--- config.mk ---
export PLATFORM = sky130hd
export DESIGN_NAME = mem_write_arbiter
export DESIGN_NICKNAME = d
export VERILOG_FILES = /design/src/rtl/mem_arb_pkg.sv /design/src/rtl/rr_arbiter.sv /design/src/rtl/mem_write_arbiter.sv
export SDC_FILE = /design/constraint.sdc
export NUM_CORES = 1
export LEC_CHECK = 0
export CAP_MARGIN = 10
export CORE_MARGIN = 5
export CORE_UTILIZATION = 60
export DETAILED_ROUTE_END_ITERATION = 16
export DONT_BUFFER_PORTS = 1
export PLACE_DENSITY = 0.76
export SLEW_MARGIN = 40
export SYNTH_ARGS = -nofsm -noshare
export SYNTH_HDL_FRONTEND = slang
export SYNTH_SLANG_ARGS = --single-unit
--- constraint.sdc ---
create_clock -name clk -period 4.9 [get_ports clk]
set_input_delay 1.47 -clock clk [delete_from_list [all_inputs] [get_ports clk]]
set_output_delay 1.47 -clock clk [all_outputs]
set_load 0.01 [all_outputs]
--- src/rtl/mem_arb_pkg.sv ---
// Shared types and default widths for the memory write arbiter.
// Optional feature macro used by the top: WR_COUNT_EN (adds the wr_count output).
package mem_arb_pkg;

    typedef enum logic [1:0] {IDLE, CLEAR, DONE} arb_state_t;

    localparam int ADDR_W_DEF = 4;
    localparam int DATA_W_DEF = 8;

endpackage

--- src/rtl/rr_arbiter.sv ---
// Combinational round-robin grant: first valid request at or after ptr, wrapping mod NUM_REQ.
module rr_arbiter #(
    parameter int NUM_REQ = 4,
    parameter int PTR_W   = (NUM_REQ > 1) ? $clog2(NUM_REQ) : 1
) (
    input  logic [NUM_REQ-1:0] req,
    input  logic [PTR_W-1:0]   ptr,
    output logic [NUM_REQ-1:0] gnt,
    output logic [PTR_W-1:0]   gnt_idx
);

    logic             found;
    logic [PTR_W-1:0] idx;

    always_comb begin
        gnt     = '0;
        gnt_idx = '0;
        found   = 1'b0;
        idx     = '0;
        for (int k = 0; k < NUM_REQ; k++) begin
            idx = PTR_W'((int'(ptr) + k) % NUM_REQ);
            if (!found && req[idx]) begin
                found    = 1'b1;
                gnt[idx] = 1'b1;
                gnt_idx  = idx;
            end
        end
    end

endmodule

--- src/rtl/mem_write_arbiter.sv ---
// Round-robin arbiter for the data-memory write port, with a full-memory clear sweep.
// Define WR_COUNT_EN to add the saturating wr_count handshake counter output.
module mem_write_arbiter
    import mem_arb_pkg::*;
#(
    parameter int NUM_REQ = 4,
    parameter int ADDR_W  = ADDR_W_DEF,
    parameter int DATA_W  = DATA_W_DEF
) (
    input  logic                      clk,
    input  logic                      reset,
    input  logic [NUM_REQ-1:0]        req_valid,
    input  logic [NUM_REQ*ADDR_W-1:0] req_addr,
    input  logic [NUM_REQ*DATA_W-1:0] req_data,
    output logic [NUM_REQ-1:0]        req_ready,
    input  logic                      clr_start,
    output logic                      clr_done,
    output logic                      busy,
    output logic                      mem_we,
    output logic [ADDR_W-1:0]         mem_addr,
    output logic [DATA_W-1:0]         mem_wd
`ifdef WR_COUNT_EN
    ,
    output logic [7:0]                wr_count
`endif
);

    localparam int PTR_W = (NUM_REQ > 1) ? $clog2(NUM_REQ) : 1;
    localparam logic [ADDR_W-1:0] LAST_ADDR = '1;
    localparam logic [PTR_W-1:0]  LAST_REQ  = PTR_W'(NUM_REQ - 1);

    arb_state_t         state, state_nxt;
    logic [PTR_W-1:0]   rr_ptr;
    logic [PTR_W-1:0]   gnt_idx;
    logic [NUM_REQ-1:0] gnt;
    logic [ADDR_W-1:0]  clr_cnt;
    logic               xfer;
    logic               clr_go;

    rr_arbiter #(
        .NUM_REQ (NUM_REQ),
        .PTR_W   (PTR_W)
    ) u_rr_arbiter (
        .req     (req_valid),
        .ptr     (rr_ptr),
        .gnt     (gnt),
        .gnt_idx (gnt_idx)
    );

    always_ff @(posedge clk) begin
        if (reset) state <= IDLE;
        else       state <= state_nxt;
    end

    // A clear request in IDLE pre-empts any grant in the same cycle.
    always_comb begin
        state_nxt = state;
        req_ready = '0;
        clr_go    = 1'b0;
        case (state)
            IDLE: begin
                if (clr_start) begin
                    state_nxt = CLEAR;
                    clr_go    = 1'b1;
                end else if (!reset) begin
                    req_ready = gnt;
                end
            end
            CLEAR:   if (clr_cnt == LAST_ADDR) state_nxt = DONE;
            DONE:    state_nxt = IDLE;
            default: state_nxt = IDLE;
        endcase
    end

    assign xfer     = |(req_valid & req_ready);
    assign busy     = (state != IDLE);
    assign clr_done = (state == DONE);

    // Write command is registered one cycle ahead, so in CLEAR mem_addr always equals clr_cnt.
    always_ff @(posedge clk) begin
        if (reset) begin
            rr_ptr   <= '0;
            clr_cnt  <= '0;
            mem_we   <= 1'b0;
            mem_addr <= '0;
            mem_wd   <= '0;
        end else begin
            mem_we <= 1'b0;
            case (state)
                IDLE: begin
                    if (clr_go) begin
                        mem_we   <= 1'b1;
                        mem_addr <= '0;
                        mem_wd   <= '0;
                    end else if (xfer) begin
                        mem_we   <= 1'b1;
                        mem_addr <= req_addr[gnt_idx*ADDR_W +: ADDR_W];
                        mem_wd   <= req_data[gnt_idx*DATA_W +: DATA_W];
                        rr_ptr   <= (gnt_idx == LAST_REQ) ? '0 : gnt_idx + 1'b1;
                    end
                end
                CLEAR: begin
                    clr_cnt <= clr_cnt + 1'b1;
                    mem_wd  <= '0;
                    if (clr_cnt != LAST_ADDR) begin
                        mem_we   <= 1'b1;
                        mem_addr <= clr_cnt + 1'b1;
                    end
                end
                default: ;
            endcase
        end
    end

`ifdef WR_COUNT_EN
    always_ff @(posedge clk) begin
        if (reset || clr_go)
            wr_count <= '0;
        else if (xfer && wr_count != 8'hFF)
            wr_count <= wr_count + 8'd1;
    end
`endif

endmodule

==> flow_metrics.env <==
export IMPL_status="completed"
export IMPL_hold_viol_final=0
export IMPL_avgSynthCellArea_um2=8.88
export IMPL_finalSetupViolCount=0
export IMPL_tightest_slew_ns=0.654
export IMPL_fmax_ghz=0.233
export IMPL_path_class="in -> out"
export IMPL_netlist_area_mm2=0.00198
export IMPL_ys_types=53
export IMPL_cts_hold_buf=0
export IMPL_drc=0
export IMPL_maxCapViolations=0
export IMPL_synth_nets=286
export IMPL_viasPerCell=6.80
export IMPL_layout_commonest_cell="mux2i_1"
export IMPL_cts_tree="yes"
export IMPL_io_buffers=0
export IMPL_grt_usage=0.227
export IMPL_dieArea_mm2=0.00455
export IMPL_crit_fanout=12
export IMPL_dpl_cell_area_mm2=0.00197
export IMPL_area_growth_pct=1.71
export IMPL_cp_start_kind="input pin"
export IMPL_post_cts_buffers=0
export IMPL_skew_ns=0.00400
export IMPL_clk_pin_slew_ns=0.11
export IMPL_cp_end_kind="output port"
export IMPL_die_y_um=67.5
export IMPL_routedWlPerCell_um=19.9
export IMPL_grt_max_degree=26
export IMPL_rows=20
export IMPL_die_w_um=67.5
export IMPL_dp_cells=256
export IMPL_reg2reg_slack_ns=1.64
export IMPL_grt_pass1_vias=1680
export IMPL_start_util=0.638
export IMPL_antenna_found_initial=0
export IMPL_final_net_count=281
export IMPL_tns_ns=0
export IMPL_clockBufferDepth=2
export IMPL_timing_final_crit_share=0.876
export IMPL_leakage_nw=0.808
export IMPL_core_mm2=0.00310
export IMPL_arrival_ns=2.82
export IMPL_required_ns=3.43
export IMPL_period_minus_slack_ns=4.29
export IMPL_cts_sinks=21
export IMPL_grt_pass1_wl_um=8090
export IMPL_hold_class="reg -> reg"
export IMPL_ys_seq_area_frac=0.212
export IMPL_ant_nets=0
export IMPL_slew_limit_headroom=0.551
export IMPL_synth_ff_type="dfxtp_1"
export IMPL_irDropWorstVdd_uv=207
export IMPL_clk_latency_ns=0.30
export IMPL_antenna_cells=0
export IMPL_ios=74
export IMPL_place_congestion=0.942
export IMPL_clockRootBuffer="clkbuf_4"
export IMPL_drv_slew=0
export IMPL_ys_seq_elements=21
export IMPL_synth_cells=223
export IMPL_routed_wl_um=5190
export IMPL_dp_hpwl_um=4010
export IMPL_synth_edf_count=0
export IMPL_fin_cells=261
export IMPL_async_reset_ff_frac=0
export IMPL_drt_first_pass_iters=5
export IMPL_ys_warn_count=0
export IMPL_vias=1774
export IMPL_numCtsBuffers=3
export IMPL_drt_iter0_markers=163
export IMPL_grt_overflow=0
export IMPL_cts_htree_levels=1
export IMPL_power_density_mw_per_mm2=238
export IMPL_rsz0062_at_grt="no"
export IMPL_post_route_cell_area_mm2=0.00201
export IMPL_cts_resized=0
export IMPL_layout_drive_gt1_share=0.157
export IMPL_layout_common_cells="mux2i_1, dfxtp_1, nor2_1, nand2_1, a21oi_1"
## synth_stat cells, types with 2 or more instances
cell / n / area [um^2]
a22oi_1: 4 / 30.0
o21ai_1: 2 / 10.0
buf_6: 3 / 33.8
clkbuf_1: 5 / 18.8
a21o_1: 2 / 15.0
nor2_1: 18 / 67.6
o22ai_1: 10 / 62.6
a222oi_1: 3 / 30.0
and2_1: 4 / 25.0
a22o_1: 9 / 78.8
nand2_1: 15 / 56.3
xnor2_1: 2 / 17.5
o31ai_1: 3 / 22.5
buf_2: 4 / 20.0
nor2b_1: 6 / 37.5
dfxtp_1: 21 / 420
mux2i_1: 22 / 220
mux2_2: 11 / 124
or2_2: 2 / 12.5
nor3_1: 5 / 25.0
ha_1: 8 / 100
a21oi_1: 13 / 65.1
nand2b_1: 6 / 37.5
xor2_1: 3 / 26.3
inv_1: 4 / 15.0
nor3b_1: 4 / 30.0
a2bb2oi_1: 2 / 17.5
o21ai_0: 6 / 30.0
mux4_2: 2 / 45.0
## critical path: stages
cell and delay [ns]:
mux2i_1 0.51, mux2_2 0.42, nor2_1 0.07, nor2_1 0.10
a21oi_1 0.05, nor2_1 0.20
## per-layer routing
metal	GRT usage	wire length, um	vias to the layer above
met2	0.382	2540	79
met3	0.0449	448	4
met4	0.0380	34	0
met5	0	0	-
li1	-	-	839
met1	0.304	2170	852
## logic make-up after synthesis
group / Yosys count / share of synthesized area
compound gates: 69 / 0.292
xor+xnor: 5 / 0.0221
fa+ha+maj: 8 / 0.0505
buf+inv: 17 / 0.0467
flops: 21 / 0.212
mux: 36 / 0.204
simple gates: 67 / 0.172
## area by class of cell
cell class,count,area (um^2)
flip-flops and latches,21,420
well taps,44,55.1
repair buffers,3,30.0
clock buffers,4,26.3
multi-input cells,185,1470
fillers,280,1090
inverters,4,15.0
## power by group
group | leakage, nW | internal, mW | switching [mW] | total (mW)
Sequential | 0.172 | 0.184 | 0.0149 | 0.199
Clock | 0.0150 | 0.0318 | 0.0524 | 0.0841
Combinational | 0.622 | 0.0896 | 0.107 | 0.196
Total | 0.808 | 0.305 | 0.174 | 0.479
## metrics by stage
step	util	hold slack [ns]	power (mW)	setup WS (ns)
2_1_floorplan	-	0.454	0.368	0.650
3_3_place_gp	0.636	0.460	0.388	0.682
3_5_place_dp	0.636	0.482	0.394	0.644
4_1_cts	0.644	0.499	0.478	0.649
5_1_grt	0.649	0.554	0.509	0.479
6_report	0.649	0.492	0.479	0.608
## registers in the layout (all words and copies together) (netlist names), named ones only
name      cells
mem_wd        8
clr_cnt       4
mem_addr      4
state         2
mem_we        1
rr_ptr        1
## path summary, 6_finish.rpt
path / depth (start not counted) / start / to
worst min-delay path: 2 / clr_cnt[1]$_SDFFE_PP0P_ / clr_cnt[1]$_SDFFE_PP0P_
worst max-delay path: 6 / req_valid[1] / req_ready[1]
worst max register to register: 10 / flop / mem_addr[3]$_SDFFE_PP0P_
worst min register to register: 2 / clr_cnt[1]$_SDFFE_PP0P_ / clr_cnt[1]$_SDFFE_PP0P_
(Power assumes the default switching activity.)
